`config.mk`:
```
export PLATFORM = sky130hd
export DESIGN_NAME = vx_perf_csr_reader_flat
export DESIGN_NICKNAME = d
export VERILOG_FILES = /design/src/rtl/vx_perf_csr_reader_pkg.sv /design/src/rtl/vx_perf_pipeline_if.sv /design/src/rtl/vx_perf_csr_reader_accum.sv /design/src/rtl/vx_perf_csr_reader.sv /design/src/flat_wrapper.sv
export SDC_FILE = /design/constraint.sdc
export NUM_CORES = 1
export LEC_CHECK = 0
export CORE_AREA = 4 4 261 263
export CTS_CLUSTER_SIZE = 40
export DETAILED_ROUTE_END_ITERATION = 16
export DIE_AREA = 0 0 265 267
export PLACE_DENSITY = 0.51
export SLEW_MARGIN = 20
export SYNTH_ARGS = -nofsm -noshare
export SYNTH_HDL_FRONTEND = slang
export SYNTH_SLANG_ARGS = --single-unit
```
`constraint.sdc`:
```
create_clock -name clk -period 3.5 [get_ports clk]
set_input_delay 0.7 -clock clk [delete_from_list [all_inputs] [get_ports clk]]
set_output_delay 0.7 -clock clk [all_outputs]
set_load 0.02 [all_outputs]
```
`src/rtl/vx_perf_csr_reader_pkg.sv`:
```
// ---------------------------------------------------------------------------
// vx_perf_csr_reader_pkg
//   Shared definitions for the pipeline performance-counter CSR reader:
//   CSR window base addresses, counter index map, response FSM state enum and
//   a small address-window decode helper.
//
//   Counter index map (relative to the lo/hi window base):
//     3 sched_idles, 4 sched_stalls, 5 ibf_stalls, 6 scb_stalls,
//     7 .. 7+NUM_EX-1            units_uses
//     next NUM_SFU entries       sfu_uses
//     then (tail, in order)      ifetches, loads, stores, ifetch_latency,
//                                load_latency, active_warp_cycles,
//                                stalled_warp_cycles
//   The tail position depends on NUM_EX/NUM_SFU, so the tail entries are
//   given as offsets from the first index after sfu_uses.
// ---------------------------------------------------------------------------
package vx_perf_csr_reader_pkg;

    // CSR windows: 0xB00+idx returns bits [31:0], 0xB80+idx returns [63:32].
    localparam logic [11:0] CSR_BASE_LO = 12'hB00;
    localparam logic [11:0] CSR_BASE_HI = 12'hB80;

    // Low address bits carry the counter index; the rest select the window.
    localparam int IDX_W = 7;

    localparam int IDX_SCHED_IDLES  = 3;
    localparam int IDX_SCHED_STALLS = 4;
    localparam int IDX_IBF_STALLS   = 5;
    localparam int IDX_SCB_STALLS   = 6;
    localparam int IDX_UNITS_BASE   = 7;

    localparam int OFS_IFETCHES            = 0;
    localparam int OFS_LOADS               = 1;
    localparam int OFS_STORES              = 2;
    localparam int OFS_IFETCH_LATENCY      = 3;
    localparam int OFS_LOAD_LATENCY        = 4;
    localparam int OFS_ACTIVE_WARP_CYCLES  = 5;
    localparam int OFS_STALLED_WARP_CYCLES = 6;

    typedef enum logic {
        IDLE = 1'b0,
        RESP = 1'b1
    } csr_state_e;

    typedef enum logic [1:0] {
        WIN_NONE = 2'd0,
        WIN_LO   = 2'd1,
        WIN_HI   = 2'd2
    } csr_win_e;

    // Both windows are 128 entries wide and 128-aligned, so a compare of the
    // upper address bits is enough to classify an address.
    function automatic csr_win_e csr_window(input logic [11:0] addr);
        if (addr[11:IDX_W] == CSR_BASE_LO[11:IDX_W]) begin
            return WIN_LO;
        end
        if (addr[11:IDX_W] == CSR_BASE_HI[11:IDX_W]) begin
            return WIN_HI;
        end
        return WIN_NONE;
    endfunction

endpackage

```
`src/rtl/vx_perf_pipeline_if.sv`:
```
// ---------------------------------------------------------------------------
// vx_perf_pipeline_if
//   Bundle of pipeline performance counters produced by the core plus the
//   per-cycle warp masks used to build the warp-cycle accumulators.
//
//   Signals:
//     sched_idles, sched_stalls, ibf_stalls, scb_stalls   CTR_W counters
//     units_uses[NUM_EX], sfu_uses[NUM_SFU]               CTR_W counters
//     ifetches, loads, stores                             CTR_W counters
//     ifetch_latency, load_latency                        CTR_W counters
//     active_warps_n, stalled_warps_n                     NUM_WARPS masks
//
//   Modports: master (producer), slave (CSR reader).
// ---------------------------------------------------------------------------
interface vx_perf_pipeline_if #(
    parameter int CTR_W     = 44,
    parameter int NUM_EX    = 3,
    parameter int NUM_SFU   = 2,
    parameter int NUM_WARPS = 4
);
    logic [CTR_W-1:0]               sched_idles;
    logic [CTR_W-1:0]               sched_stalls;
    logic [CTR_W-1:0]               ibf_stalls;
    logic [CTR_W-1:0]               scb_stalls;
    logic [NUM_EX-1:0][CTR_W-1:0]   units_uses;
    logic [NUM_SFU-1:0][CTR_W-1:0]  sfu_uses;
    logic [CTR_W-1:0]               ifetches;
    logic [CTR_W-1:0]               loads;
    logic [CTR_W-1:0]               stores;
    logic [CTR_W-1:0]               ifetch_latency;
    logic [CTR_W-1:0]               load_latency;
    logic [NUM_WARPS-1:0]           active_warps_n;
    logic [NUM_WARPS-1:0]           stalled_warps_n;

    modport master (
        output sched_idles, sched_stalls, ibf_stalls, scb_stalls,
               units_uses, sfu_uses, ifetches, loads, stores,
               ifetch_latency, load_latency, active_warps_n, stalled_warps_n
    );

    modport slave (
        input  sched_idles, sched_stalls, ibf_stalls, scb_stalls,
               units_uses, sfu_uses, ifetches, loads, stores,
               ifetch_latency, load_latency, active_warps_n, stalled_warps_n
    );
endinterface

```
`src/rtl/vx_perf_csr_reader_accum.sv`:
```
// ---------------------------------------------------------------------------
// vx_perf_accum
//   Saturating popcount accumulator: every cycle adds the number of set bits
//   in mask to a CTR_W-wide count. The count sticks at all-ones instead of
//   wrapping. The count output is the registered value, so a reader sampling
//   it in the same cycle as an update sees the pre-update value.
//
//   Ports:
//     clk    in   1          clock
//     rst_n  in   1          asynchronous active-low reset (count -> 0)
//     mask   in   NUM_WARPS  per-cycle warp mask
//     count  out  CTR_W      accumulated warp-cycles
// ---------------------------------------------------------------------------
module vx_perf_accum #(
    parameter int CTR_W     = 44,
    parameter int NUM_WARPS = 4
) (
    input  logic                 clk,
    input  logic                 rst_n,
    input  logic [NUM_WARPS-1:0] mask,
    output logic [CTR_W-1:0]     count
);

    localparam int CNT_W = $clog2(NUM_WARPS + 1);

    function automatic logic [CNT_W-1:0] popcount(input logic [NUM_WARPS-1:0] m);
        logic [CNT_W-1:0] cnt;
        cnt = '0;
        for (int i = 0; i < NUM_WARPS; i++) begin
            cnt = cnt + CNT_W'(m[i]);
        end
        return cnt;
    endfunction

    // One extra bit catches the carry out of the counter; on carry the
    // result clamps to all-ones.
    function automatic logic [CTR_W-1:0] sat_add(input logic [CTR_W-1:0] a,
                                                 input logic [CNT_W-1:0] b);
        logic [CTR_W:0] sum;
        sum = {1'b0, a} + (CTR_W+1)'(b);
        return sum[CTR_W] ? {CTR_W{1'b1}} : sum[CTR_W-1:0];
    endfunction

    logic [CNT_W-1:0] pop_p0;
    logic [CTR_W-1:0] acc_p1;

    assign pop_p0 = popcount(mask);

    // ---- stage p0 -> p1: accumulate ----
    always_ff @(posedge clk or negedge rst_n) begin
        if (!rst_n) begin
            acc_p1 <= '0;
        end else begin
            acc_p1 <= sat_add(acc_p1, pop_p0);
        end
    end

    assign count = acc_p1;

endmodule

```
`src/rtl/vx_perf_csr_reader.sv`:
```
// ---------------------------------------------------------------------------
// vx_perf_csr_reader
//   Serves CSR reads of the pipeline performance counters. Each counter is
//   zero-extended to 64 bits and exposed as two 32-bit CSRs: 0xB00+idx (low
//   word) and 0xB80+idx (high word). Two of the counters, active and stalled
//   warp-cycles, are accumulated here from per-cycle warp masks.
//
//   Reading the low word snapshots the high word of the same counter, so a
//   lo-then-hi read pair returns a coherent 64-bit value even if the counter
//   carries between the two reads. A hi read of the snapped index consumes
//   the snapshot; any other hi read returns the live upper bits. The most
//   recent lo read always owns the snapshot.
//
//   Unmapped indices and addresses outside both windows read as zero with a
//   normal handshake. Responses arrive one cycle after acceptance; only one
//   request is outstanding at a time.
//
//   Ports:
//     clk               in   1      clock
//     reset             in   1      asynchronous active-low reset
//     perf_pipeline_if  in   slave  pipeline counters and warp masks
//     req_valid         in   1      read request valid
//     req_ready         out  1      request accepted (high only when idle)
//     req_addr          in   12     CSR address
//     rsp_valid         out  1      response valid
//     rsp_ready         in   1      response consumed
//     rsp_data          out  XLEN   read data (XLEN must be 32)
// ---------------------------------------------------------------------------
module vx_perf_csr_reader
    import vx_perf_csr_reader_pkg::*;
#(
    parameter int CTR_W     = 44,
    parameter int XLEN      = 32,
    parameter int NUM_EX    = 3,
    parameter int NUM_SFU   = 2,
    parameter int NUM_WARPS = 4
) (
    input  logic                clk,
    input  logic                reset,
    vx_perf_pipeline_if.slave   perf_pipeline_if,
    input  logic                req_valid,
    output logic                req_ready,
    input  logic [11:0]         req_addr,
    output logic                rsp_valid,
    input  logic                rsp_ready,
    output logic [XLEN-1:0]     rsp_data
);

    localparam int IDX_SFU_BASE  = IDX_UNITS_BASE + NUM_EX;
    localparam int IDX_TAIL_BASE = IDX_SFU_BASE + NUM_SFU;

    function automatic logic [63:0] zext64(input logic [CTR_W-1:0] v);
        return 64'(v);
    endfunction

    logic [CTR_W-1:0] active_warp_cycles;
    logic [CTR_W-1:0] stalled_warp_cycles;

    vx_perf_accum #(
        .CTR_W     (CTR_W),
        .NUM_WARPS (NUM_WARPS)
    ) u_active_accum (
        .clk   (clk),
        .rst_n (reset),
        .mask  (perf_pipeline_if.active_warps_n),
        .count (active_warp_cycles)
    );

    vx_perf_accum #(
        .CTR_W     (CTR_W),
        .NUM_WARPS (NUM_WARPS)
    ) u_stalled_accum (
        .clk   (clk),
        .rst_n (reset),
        .mask  (perf_pipeline_if.stalled_warps_n),
        .count (stalled_warp_cycles)
    );

    csr_state_e       state_p1;
    csr_state_e       state_d;
    logic             req_fire;

    csr_win_e         req_win;
    logic [IDX_W-1:0] req_idx;
    logic [63:0]      ctr_sel;
    logic             snap_hit;
    logic [XLEN-1:0]  rd_data;

    logic [XLEN-1:0]  rsp_data_p1;
    logic [31:0]      hi_snap_p1;
    logic [IDX_W-1:0] snap_idx_p1;
    logic             snap_vld_p1;

    // Counter select: index decode is independent of the window, so the lo
    // and hi halves always come from the same 64-bit value.
    always_comb begin
        req_win = csr_window(req_addr);
        req_idx = req_addr[IDX_W-1:0];
        ctr_sel = '0;

        case (int'(req_idx))
            IDX_SCHED_IDLES:                         ctr_sel = zext64(perf_pipeline_if.sched_idles);
            IDX_SCHED_STALLS:                        ctr_sel = zext64(perf_pipeline_if.sched_stalls);
            IDX_IBF_STALLS:                          ctr_sel = zext64(perf_pipeline_if.ibf_stalls);
            IDX_SCB_STALLS:                          ctr_sel = zext64(perf_pipeline_if.scb_stalls);
            IDX_TAIL_BASE + OFS_IFETCHES:            ctr_sel = zext64(perf_pipeline_if.ifetches);
            IDX_TAIL_BASE + OFS_LOADS:               ctr_sel = zext64(perf_pipeline_if.loads);
            IDX_TAIL_BASE + OFS_STORES:              ctr_sel = zext64(perf_pipeline_if.stores);
            IDX_TAIL_BASE + OFS_IFETCH_LATENCY:      ctr_sel = zext64(perf_pipeline_if.ifetch_latency);
            IDX_TAIL_BASE + OFS_LOAD_LATENCY:        ctr_sel = zext64(perf_pipeline_if.load_latency);
            IDX_TAIL_BASE + OFS_ACTIVE_WARP_CYCLES:  ctr_sel = zext64(active_warp_cycles);
            IDX_TAIL_BASE + OFS_STALLED_WARP_CYCLES: ctr_sel = zext64(stalled_warp_cycles);
            default:                                 ctr_sel = '0;
        endcase

        for (int i = 0; i < NUM_EX; i++) begin
            if (int'(req_idx) == IDX_UNITS_BASE + i) begin
                ctr_sel = zext64(perf_pipeline_if.units_uses[i]);
            end
        end

        for (int i = 0; i < NUM_SFU; i++) begin
            if (int'(req_idx) == IDX_SFU_BASE + i) begin
                ctr_sel = zext64(perf_pipeline_if.sfu_uses[i]);
            end
        end
    end

    assign snap_hit = snap_vld_p1 && (snap_idx_p1 == req_idx);

    always_comb begin
        rd_data = '0;
        case (req_win)
            WIN_LO:  rd_data = XLEN'(ctr_sel[31:0]);
            WIN_HI:  rd_data = snap_hit ? XLEN'(hi_snap_p1) : XLEN'(ctr_sel[63:32]);
            default: rd_data = '0;
        endcase
    end

    // Response FSM: one request in flight; ready only while idle.
    always_comb begin
        state_d   = state_p1;
        req_ready = 1'b0;
        rsp_valid = 1'b0;
        case (state_p1)
            IDLE: begin
                req_ready = 1'b1;
                if (req_valid) begin
                    state_d = RESP;
                end
            end
            RESP: begin
                rsp_valid = 1'b1;
                if (rsp_ready) begin
                    state_d = IDLE;
                end
            end
            default: state_d = IDLE;
        endcase
    end

    assign req_fire = req_valid && req_ready;

    // ---- stage p0 -> p1: request accept, response and snapshot registers ----
    always_ff @(posedge clk or negedge reset) begin
        if (!reset) begin
            state_p1 <= IDLE;
        end else begin
            state_p1 <= state_d;
        end
    end

    always_ff @(posedge clk or negedge reset) begin
        if (!reset) begin
            rsp_data_p1 <= '0;
            hi_snap_p1  <= '0;
            snap_idx_p1 <= '0;
            snap_vld_p1 <= 1'b0;
        end else if (req_fire) begin
            rsp_data_p1 <= rd_data;
            if (req_win == WIN_LO) begin
                hi_snap_p1  <= ctr_sel[63:32];
                snap_idx_p1 <= req_idx;
                snap_vld_p1 <= 1'b1;
            end else if ((req_win == WIN_HI) && snap_hit) begin
                snap_vld_p1 <= 1'b0;
            end
        end
    end

    assign rsp_data = rsp_data_p1;

endmodule

```
`src/flat_wrapper.sv`:
```
// flat-port wrapper written by rule: the top's interface ports become plain ports
module vx_perf_csr_reader_flat import vx_perf_csr_reader_pkg::*;
#(
    parameter int CTR_W     = 44,
    parameter int XLEN      = 32,
    parameter int NUM_EX    = 3,
    parameter int NUM_SFU   = 2,
    parameter int NUM_WARPS = 4
)
  (clk, reset, req_valid, req_ready, req_addr, rsp_valid, rsp_ready, rsp_data, perf_pipeline_if_sched_idles, perf_pipeline_if_sched_stalls, perf_pipeline_if_ibf_stalls, perf_pipeline_if_scb_stalls, perf_pipeline_if_units_uses, perf_pipeline_if_sfu_uses, perf_pipeline_if_ifetches, perf_pipeline_if_loads, perf_pipeline_if_stores, perf_pipeline_if_ifetch_latency, perf_pipeline_if_load_latency, perf_pipeline_if_active_warps_n, perf_pipeline_if_stalled_warps_n);
  vx_perf_pipeline_if #(.CTR_W(CTR_W), .NUM_EX(NUM_EX), .NUM_SFU(NUM_SFU), .NUM_WARPS(NUM_WARPS)) perf_pipeline_if_i ();
  input  logic clk;
  input  logic reset;
  input  logic req_valid;
  output logic req_ready;
  input  logic [11:0] req_addr;
  output logic rsp_valid;
  input  logic rsp_ready;
  output logic [XLEN-1:0] rsp_data;
  input wire logic [$bits(perf_pipeline_if_i.sched_idles)-1:0] perf_pipeline_if_sched_idles;
  input wire logic [$bits(perf_pipeline_if_i.sched_stalls)-1:0] perf_pipeline_if_sched_stalls;
  input wire logic [$bits(perf_pipeline_if_i.ibf_stalls)-1:0] perf_pipeline_if_ibf_stalls;
  input wire logic [$bits(perf_pipeline_if_i.scb_stalls)-1:0] perf_pipeline_if_scb_stalls;
  input wire logic [$bits(perf_pipeline_if_i.units_uses)-1:0] perf_pipeline_if_units_uses;
  input wire logic [$bits(perf_pipeline_if_i.sfu_uses)-1:0] perf_pipeline_if_sfu_uses;
  input wire logic [$bits(perf_pipeline_if_i.ifetches)-1:0] perf_pipeline_if_ifetches;
  input wire logic [$bits(perf_pipeline_if_i.loads)-1:0] perf_pipeline_if_loads;
  input wire logic [$bits(perf_pipeline_if_i.stores)-1:0] perf_pipeline_if_stores;
  input wire logic [$bits(perf_pipeline_if_i.ifetch_latency)-1:0] perf_pipeline_if_ifetch_latency;
  input wire logic [$bits(perf_pipeline_if_i.load_latency)-1:0] perf_pipeline_if_load_latency;
  input wire logic [$bits(perf_pipeline_if_i.active_warps_n)-1:0] perf_pipeline_if_active_warps_n;
  input wire logic [$bits(perf_pipeline_if_i.stalled_warps_n)-1:0] perf_pipeline_if_stalled_warps_n;
  assign perf_pipeline_if_i.sched_idles = perf_pipeline_if_sched_idles;
  assign perf_pipeline_if_i.sched_stalls = perf_pipeline_if_sched_stalls;
  assign perf_pipeline_if_i.ibf_stalls = perf_pipeline_if_ibf_stalls;
  assign perf_pipeline_if_i.scb_stalls = perf_pipeline_if_scb_stalls;
  assign perf_pipeline_if_i.units_uses = perf_pipeline_if_units_uses;
  assign perf_pipeline_if_i.sfu_uses = perf_pipeline_if_sfu_uses;
  assign perf_pipeline_if_i.ifetches = perf_pipeline_if_ifetches;
  assign perf_pipeline_if_i.loads = perf_pipeline_if_loads;
  assign perf_pipeline_if_i.stores = perf_pipeline_if_stores;
  assign perf_pipeline_if_i.ifetch_latency = perf_pipeline_if_ifetch_latency;
  assign perf_pipeline_if_i.load_latency = perf_pipeline_if_load_latency;
  assign perf_pipeline_if_i.active_warps_n = perf_pipeline_if_active_warps_n;
  assign perf_pipeline_if_i.stalled_warps_n = perf_pipeline_if_stalled_warps_n;
  vx_perf_csr_reader #(.CTR_W(CTR_W), .XLEN(XLEN), .NUM_EX(NUM_EX), .NUM_SFU(NUM_SFU), .NUM_WARPS(NUM_WARPS)) u_core (.clk(clk), .reset(reset), .perf_pipeline_if(perf_pipeline_if_i), .req_valid(req_valid), .req_ready(req_ready), .req_addr(req_addr), .rsp_valid(rsp_valid), .rsp_ready(rsp_ready), .rsp_data(rsp_data));
endmodule
```
After elaboration in Yosys (flattened, before gate mapping)
Index checks and enable logic that the tools add are counted.

word-level totals
  register bits after elaboration = 161
  bits of input ports = 640
  output and inout bits = 34

cells by class
  add/subtract/negate cells = 8
  eq/ne operators = 21
  mux-type cells = 24
  bitwise operators = 1
  reductions and logical operators = 6

operator list
  operator                                                                number
  44-bit one-hot mux with 11 select lines                                 1
  44-bit two-way mux                                                      7
  44-bit by 3-bit adder with 45-bit output                                2
  32-bit one-hot mux with 2 select lines                                  1
  7-bit by 5-bit equality test with 1-bit output (second input constant)  7
  7-bit by 4-bit equality test with 1-bit output (second input constant)  5
  32-bit two-way mux                                                      1
  7-bit by 3-bit equality test with 1-bit output (second input constant)  3
  5-bit equality test (second input constant)                             2
  1-bit two-way mux                                                       9
  2-bit two-way mux                                                       4
  7-bit by 2-bit equality test with 1-bit output (second input constant)  1
  7-bit equality test                                                     1
  2-bit by 1-bit adder with 3-bit output                                  2
  3-bit by 1-bit adder with 3-bit output                                  2
  1-bit by 1-bit adder with 2-bit output                                  2
  2-bit AND reduction                                                     2
  1-bit logical AND                                                       3
  2-bit by 1-bit equality test with 1-bit output (second input constant)  1
  2-bit equality test (second input constant)                             1
  1-bit one-hot mux with 2 select lines                                   1
  2-bit nonzero test                                                      1
  1-bit NOT                                                               1

Longest topological paths before layout
Gate-level depths: netlist (run 1).

  word-level depth = 9
  mapped depth = 13
  gate-level depth less buffers = 11

Modules after synthesis
Synthesis (run 1) repeated with hierarchy kept, for this count alone.

unflattened totals
  cell total of the unflattened synthesis = 1642
  area total of the unflattened synthesis = 13080.0 um2

modules (own cells, without submodules)
  module              times used  cells each  area each (um2)  seq. area each (um2)
  vx_perf_csr_reader  1           1146        8418.1           1326.3
  vx_perf_accum       2           248         2331.0           1101.1

Worst setup path after synthesis (run 1)
OpenSTA, ideal clock, no wires.

  kind = in2reg
  from = input port perf_pipeline_if_stalled_warps_n[0]
  to = register u_core.u_stalled_accum.acc_p1[42], in the netlist u_core.u_stalled_accum.count[42]
  library setup time = 0.125 ns
  arrival = 3.562 ns
  required time = 3.375 ns
  path slack = -0.187 ns
  stages = 12
  path buffers = 1
  cell sequence = fa_1 > fa_1 > inv_1 > fa_1 > nand4b_1 > nor3_1 > and3_1 > buf_2 > nand3_1 > nor2_1 > nand4_1 > mux2_2

between the ends
  longest elaborated chain between the ends = 5

RTL lines
  element                                   RTL line                        text
  start, declared                           flat_wrapper.sv:32              input wire logic [$bits(perf_pipeline_if_i.stalled_warps_n)-1:0] perf_pipeline_if_stalled_warps_n;
  1-bit by 1-bit adder with 2-bit output    vx_perf_csr_reader_accum.sv:30  cnt = cnt + CNT_W'(m[i]);
  2-bit by 1-bit adder with 3-bit output    vx_perf_csr_reader_accum.sv:30
  3-bit by 1-bit adder with 3-bit output    vx_perf_csr_reader_accum.sv:30
  44-bit by 3-bit adder with 45-bit output  vx_perf_csr_reader_accum.sv:40  sum = {1'b0, a} + (CTR_W+1)'(b);
  44-bit two-way mux                        vx_perf_csr_reader_accum.sv:41  return sum[CTR_W] ? {CTR_W{1'b1}} : sum[CTR_W-1:0];
  end signal, assigned                      vx_perf_csr_reader_accum.sv:54  acc_p1 <= sat_add(acc_p1, pop_p0);
  end, declared                             vx_perf_csr_reader_accum.sv:45  logic [CTR_W-1:0] acc_p1;

Every way passes these cells.
A chain may end at the register's enable or synchronous reset.

Worst setup path after layout (run 1)
  from = input port perf_pipeline_if_active_warps_n[3]
  to = register u_core.u_active_accum.acc_p1[41], in the netlist u_core.u_active_accum.count[41]

between the ends
  longest elaborated chain between the ends = 3

RTL lines
  element                                   RTL line                        text
  start, declared                           flat_wrapper.sv:31              input wire logic [$bits(perf_pipeline_if_i.active_warps_n)-1:0] perf_pipeline_if_active_warps_n;
  3-bit by 1-bit adder with 3-bit output    vx_perf_csr_reader_accum.sv:30
  44-bit by 3-bit adder with 45-bit output  vx_perf_csr_reader_accum.sv:40
  44-bit two-way mux                        vx_perf_csr_reader_accum.sv:41
  end signal, assigned                      vx_perf_csr_reader_accum.sv:54
  end, declared                             vx_perf_csr_reader_accum.sv:45

Every way passes these cells.

==> flow_metrics.py, run 1 <==
metrics = {
    "critical_path": {
        "path_cells": "clkdlybuf4s50_1, fa_2, fa_2, inv_1, fa_2, and4b_1, nor2b_4, nor2b_4, buf_6, nand4_1, buf_4, nor2_2, nand2_2, nand2_1",
        "slowest_stage": "fa_2",
        "timing.critical_path.mode_cell": "fa_2",
        "arrival_ps": 3810,
        "cp_top_family": "adder cells",
        "cp-end-kind": "flip-flop",
        "crit_type": "in2reg",
        "cp_max_fo": 6,
        "cpPeakStageDelay_ps": 620,
        "cp_data_required_time_ps": 3930,
        "cp.buffers_inverters": 4,
        "startpoint_type": "input port",
    },
    "cts": {
        "h-tree-depth": 4,
        "hold_buffers": 0,
        "cts_root_buf": "clkbuf_16",
        "clock_path_buffers": 2,
        "cts_tree": "built",
        "path_clk_slew_ps": 70,
        "cts_buffers": 17,
        "clkSinkCount": 141,
        "clock_latency_ps": 490,
    },
    "logic_synthesis": {
        "synth-simple-area-share_pct": 21.02,
        "syn_area_um2": 11950,
        "synth_top_family_by_area": "compound AO/OA/AOI/OAI gates",
        "syn_avg_cell_area_um2": 7.948,
        "synthMuxAreaShare_pct": 4.668,
        "synth_compound_area_share_pct": 33.53,
        "ys_warn_count": 0,
        "synth-xor-area-share_pct": 4.836,
        "synthFlopType": "dfrtp_1",
        "mappedNetlistNets": 2152,
        "synthArstFlopShare_pct": 100.0,
        "synth-edff-count": 0,
        "ys_seq_elements": 141,
        "synth_cells": 1504,
        "synth-adder-area-share_pct": 1.214,
        "yosysSeqAreaShare_pct": 29.52,
        "yosysUniqueCellTypes": 75,
    },
    "sta": {
        "finClkSkew_ps": 10.64,
        "setup_viol": 0,
        "slew_viol_final": 0,
        "grt_setup_unrepaired": "no",
        "whs_ps": 344.5,
        "hold_viol_final": 0,
        "tightest_slew_ps": 915.9,
        "max_freq_ghz": 0.2955,
        "period_needed_ps": 3384,
        "fin_crit_sh_pct": 96.70,
        "slew_headroom_pct": 38.94,
    },
    "die": {
        "coreArea_um2": 65630,
        "io_pins": 674,
        "die_x_um": 265,
        "start_util_pct": 18.21,
        "die_h_um": 267,
        "row_count": 94,
        "die_area_um2": 70760,
    },
    "global_route": {
        "grt_pass1_vias": 17530,
        "grt_pass1_wl_um": 141700,
        "grt_usage_pct": 28.56,
        "grt.overflow.total": 0,
        "antenna_found_initial": 19,
        "grt_start_max_net_pins": 99,
    },
    "finish": {
        "drive_gt1_share_pct": 15.85,
        "nNetsFinal": 2995,
        "area_growth_pct": 88.16,
        "final_area_um2": 22490,
    },
    "worst_hold_path": {
        "hold_class": "in2async",
    },
    "route": {
        "antenna_left": 0,
        "wire_per_inst_um": 32.78,
        "drtPass1Iterations": 6,
        "via_per_inst": 5.293,
        "drcViolationCount": 0,
        "vias": 17120,
        "drt-total-wl_um": 106000,
        "drt_iter0_drc": 1682,
    },
    "place": {
        "port_buffers": 673,
        "finalWeightedCongestion": 0.9522,
        "dp_hpwl_um": 88980,
        "place_area_um2": 21720,
    },
    "power_and_ir_drop": {
        "vdd_drop_max_uv": 280.2,
        "power.leakage_nw": 9.139,
        "power_per_cell_area_nw_per_um2": 261.6,
    },
    "outcome": {
        "status": "completed",
    },
    "run": {
        "max_cap_violations": 0,
    },
}
==> cell families after synthesis <==
logic type,after synthesis
compound gates,579
flops,141
mux,54
xor+xnor,66
fa+ha+maj,8
buf+inv,142
simple gates,514
==> sequential cells by signal (all words and copies together) (netlist names) <==
name	cells
u_core.u_stalled_accum.count	44
u_core.rsp_data	32
u_core.hi_snap_p1	12
u_core.u_active_accum.count	44
u_core.state_p1	1
u_core.snap_vld_p1	1
u_core.snap_idx_p1	7
==> synthesized netlist by cell type (all sizes together), types with 5 or more instances <==
cell,n,share of area [%]
and3,27,1.4
inv,23,0.72
or3,11,0.58
nor2b,8,0.42
a221oi,19,1.4
a41oi,5,0.37
xnor2,32,2.3
nor3,34,1.8
o2bb2ai,6,0.44
and2,17,0.89
mux2i,40,3.3
a31oi,22,1.2
and4b,5,0.42
a22oi,123,7.7
o22a,6,0.44
a22o,48,3.5
nor2,104,3.3
a2111oi,11,0.81
nand2b,11,0.58
o211ai,9,0.57
nand4,17,0.89
dfrtp,141,30
a21oi,94,3.9
nand3,45,1.9
a211oi,20,1.3
o21ai,95,4.0
mux2,14,1.3
a221o,11,0.94
fa,6,1.0
o22ai,59,3.1
xor2,34,2.5
a222oi,19,1.6
clkbuf,60,1.9
nor4,7,0.37
and4,7,0.51
buf,59,2.6
nand2,201,6.4
==> final cells by class <==
type,instances,area [um^2]
Inverter,23,86.33
Multi-Input combinational cell,1221,8018
Sequential cell,141,3528
Timing Repair Buffer,943,9171
Clock inverter,14,152.6
Fill cell,6898,43140
Tap cell,864,1081
Antenna cell,12,30.03
Clock buffer,17,425.4
==> final timing paths <==
| check | startpoint | end | slack (ps) | depth (start not counted) |
|---|---|---|---|---|
| setup / recovery | perf_pipeline_if_active_warps_n[3] | u_core.u_active_accum.count[41]$_DFF_PN0_ | 120 | 14 |
| hold / removal | reset | u_core.u_stalled_accum.count[33]$_DFF_PN0_ | 340 | 1 |
| setup reg to reg | u_core.u_stalled_accum.count[0]$_DFF_PN0_ | u_core.u_stalled_accum.count[42]$_DFF_PN0_ | 930 | 11 |
| hold reg to reg | u_core.hi_snap_p1[7]$_DFFE_PN0P_ | u_core.hi_snap_p1[7]$_DFFE_PN0P_ | 470 | 2 |
| max in group asynchronous | reset | u_core.snap_idx_p1[2]$_DFFE_PN0P_ | 2370 | 2 |
| min in group clk | u_core.hi_snap_p1[7]$_DFFE_PN0P_ | u_core.hi_snap_p1[7]$_DFFE_PN0P_ | 470 | 2 |
==> placed cells by master (no fill, tap or decap), types with 7 or more instances in the layout <==
| cell | instances |
|---|---|
| and3_1 | 26 |
| nand4_1 | 17 |
| dfrtp_1 | 141 |
| a21oi_1 | 94 |
| xnor2_1 | 32 |
| nor2_1 | 98 |
| diode_2 | 12 |
| clkbuf_16 | 17 |
| a22oi_1 | 122 |
| a211oi_1 | 20 |
| nand2b_1 | 11 |
| inv_1 | 23 |
| a221oi_1 | 19 |
| o211ai_1 | 9 |
| buf_12 | 32 |
| buf_4 | 237 |
| and2_1 | 14 |
| nor3_1 | 22 |
| a221o_1 | 9 |
| mux2i_1 | 40 |
| o22ai_1 | 59 |
| mux2_2 | 14 |
| o21ai_0 | 89 |
| a222oi_1 | 19 |
| a31oi_1 | 22 |
| or3_1 | 9 |
| xor2_1 | 34 |
| clkdlybuf4s50_1 | 668 |
| nand2_1 | 198 |
| nor4_1 | 7 |
| a22o_1 | 48 |
| nand3_1 | 43 |
==> power breakdown <==
group | internal, mW | switching, mW
logic | 1.12 | 0.861
registers | 1.79 | 0.201
clock network | 1.00 | 0.909
==> worst register-to-register path: stages (launching register included) <==
cell,delay (ps)
dfrtp_1,420
fa_2,240
inv_1,60
fa_2,330
nand4b_1,230
nor3_2,190
and3_4,230
nand3_4,80
buf_6,150
nor2_4,120
nand4_1,120
mux2_2,280
==> per-layer routing <==
metal / part of all wire [%] / wire, um / GRT usage (%) / vias up
met5: 0.055 / 58 / 0 / -
li1: - / - / - / 7485
met4: 4.6 / 4877 / 12.38 / 10
met1: 41 / 42990 / 35.73 / 8539
met2: 47 / 49630 / 47.21 / 935
met3: 8.0 / 8484 / 6.582 / 155
==> repair_timing <==
action,in CTS,in global routing
setup endpoints to repair,33,64
setup buffers,1,2
pin swaps,1,9
gates resized for setup,7,28
==> stage by stage <==
stage	power (mW)	cells	util, %	setup slack [ps]	TNS (ps)
floorplan	2.581	1504	-	16.88	0
global placement	3.964	3189	33.10	-927.1	-45860
detailed placement	3.970	3189	33.10	-989.6	-46880
CTS	5.911	3221	34.03	0.1887	0
global route	6.124	3229	34.25	12.93	0
finish	5.884	3235	34.27	115.7	0
(Power assumes the default switching activity.)
==> inputs of run 2 (changes only) <==
- CORE_AREA: 4 4 261 263 -> 2 2 259 261
- DIE_AREA: 0 0 265 267 -> 0 0 261 263
==> run 2 against run 1 <==
Compared with the run above:
- the run now ends with negative setup slack left
- global-route usage is 0.79 points higher
- combinational power hardly changed
- register-to-register slack worse by 70 ps
- via count is 1.0% lower
- routed wire length is 1.8% lower
- critical path type unchanged
- final cell count is 0.49% lower
- maximum frequency is 3.5% lower
- clock power is 8% higher
- utilization is 0.14 points lower
==> flow_metrics.py, run 2 (synthesis results as in run 1) <==
metrics = {
    "sta": {
        "slew_viol_final": 0,
        "tightest_slew_ps": 903.1,
        "setup_viol": 1,
        "setup_tns_ps": -6.045,
        "worst_slack_ps": -6.045,
        "period_needed_ps": 3506,
        "fin_crit_sh_pct": 100.2,
        "slew_headroom_pct": 39.80,
        "finClkSkew_ps": 11.66,
        "grt_setup_unrepaired": "yes",
        "hold_viol_final": 0,
        "max_freq_ghz": 0.2852,
    },
    "route": {
        "vias": 16950,
        "drcViolationCount": 0,
        "via_per_inst": 5.265,
        "drt_iter0_drc": 1792,
        "wire_per_inst_um": 32.35,
        "drt-total-wl_um": 104100,
        "antenna_left": 0,
        "drtPass1Iterations": 7,
    },
    "critical_path": {
        "cp_data_required_time_ps": 3870,
        "cpPeakStageDelay_ps": 770,
        "arrival_ps": 3880,
        "cp.buffers_inverters": 3,
        "cp_top_family": "compound AO/OA/AOI/OAI gates",
        "cp_max_fo": 7,
        "timing.critical_path.mode_cell": "buf_4",
        "cp-end-kind": "flip-flop",
        "slowest_stage": "a222oi_1",
        "crit_type": "in2reg",
        "startpoint_type": "input port",
        "path_cells": "clkdlybuf4s50_1, buf_4, and4b_1, and2_2, a222oi_1, o21ai_2, buf_4, o21ai_0, a211oi_1, a21o_1",
    },
    "place": {
        "port_buffers": 673,
        "finalWeightedCongestion": 0.9783,
        "post-place-ws_ps": -942.7,
        "dp_hpwl_um": 87670,
    },
    "finish": {
        "nNetsFinal": 2979,
        "drive_gt1_share_pct": 15.44,
        "fin_util_pct": 34.13,
        "area_growth_pct": 87.40,
        "layout_commonest_cell": "clkdlybuf4s50_1",
        "layout_common_cells": "clkdlybuf4s50_1 (668), buf_4 (222), nand2_1 (197)",
    },
    "global_route": {
        "grt.overflow.total": 0,
        "grt_start_max_net_pins": 64,
        "antenna_found_initial": 16,
        "grt_usage_pct": 29.35,
        "grt_pass1_vias": 17470,
        "grt_pass1_wl_um": 139500,
    },
    "die": {
        "row_count": 94,
        "die_x_um": 261,
        "die_area_um2": 68640,
        "start_util_pct": 18.21,
        "io_pins": 674,
        "die_h_um": 263,
        "coreArea_um2": 65630,
    },
    "cts": {
        "clock_latency_ps": 490,
        "h-tree-depth": 4,
        "cts_root_buf": "clkbuf_16",
        "cts_tree": "built",
        "clock_path_buffers": 2,
        "path_clk_slew_ps": 60,
        "clkSinkCount": 141,
        "cts_buffers": 17,
        "hold_buffers": 0,
    },
    "power_and_ir_drop": {
        "power_per_cell_area_nw_per_um2": 271.5,
        "vdd_drop_max_uv": 327.7,
        "power.leakage_nw": 9.085,
    },
    "outcome": {
        "violations": "negative setup slack",
        "status": "complete, but fails checks",
    },
    "run": {
        "max_cap_violations": 0,
    },
    "worst_hold_path": {
        "hold_class": "in2async",
    },
}
[run 2: per-layer routing]
layer  vias to the layer above  part of all wire (%)  track usage (%)
li1                       7436                     -                -
met1                      8427                    41            36.34
met2                       908                    47            48.81
met3                       165                   7.4            6.172
met4                        12                   4.7            12.84
met5                         -                 0.072                0
[run 2: what timing repair did]
action	CTS	global route
setup buffers	0	2
gates resized for setup	12	17
cloned	0	0
pin swaps	5	7
endpoints found under the setup margin	46	71
[run 2: final cells by class]
type	instances	area (um^2)
Clock buffer	21	480.5
Sequential cell	141	3528
Multi-Input combinational cell	1221	7999
Timing Repair Buffer	927	9044
Fill cell	6794	43230
Tap cell	864	1081
Inverter	23	86.33
Antenna cell	11	27.53
Clock inverter	11	155.1
[run 2: per-stage QoR]
stage,power (mW),cell area [um^2],hold WS [ps],instances
after floorplan,2.581,11980,404.4,1504
after global placement,3.981,21610,457.6,3173
after detailed placement,4.004,21620,463.1,3174
after CTS,6.102,22300,230.6,3206
after global routing,6.337,22390,261.4,3215
final,6.083,22400,221.2,3219
[run 2: path summary, 6_finish.rpt]
check | startpoint | endpoint | slack [ps] | cells past startpoint
max | req_addr[2] | u_core.rsp_data[29]$_DFFE_PN0P_ | -6 | 10
min | reset | u_core.u_stalled_accum.count[30]$_DFF_PN0_ | 220 | 1
max reg2reg | u_core.u_stalled_accum.count[0]$_DFF_PN0_ | u_core.u_stalled_accum.count[42]$_DFF_PN0_ | 860 | 11
min reg2reg | u_core.hi_snap_p1[7]$_DFFE_PN0P_ | u_core.hi_snap_p1[7]$_DFFE_PN0P_ | 480 | 2
max in group asynchronous | reset | u_core.u_stalled_accum.count[25]$_DFF_PN0_ | 2510 | 2
min in group clk | u_core.hi_snap_p1[7]$_DFFE_PN0P_ | u_core.hi_snap_p1[7]$_DFFE_PN0P_ | 480 | 2
[run 2: power breakdown]
group | internal (mW) | switching [mW] | total [mW]
logic | 1.12 | 0.888 | 2.01
clock network | 1.20 | 0.864 | 2.07
registers | 1.79 | 0.211 | 2.00
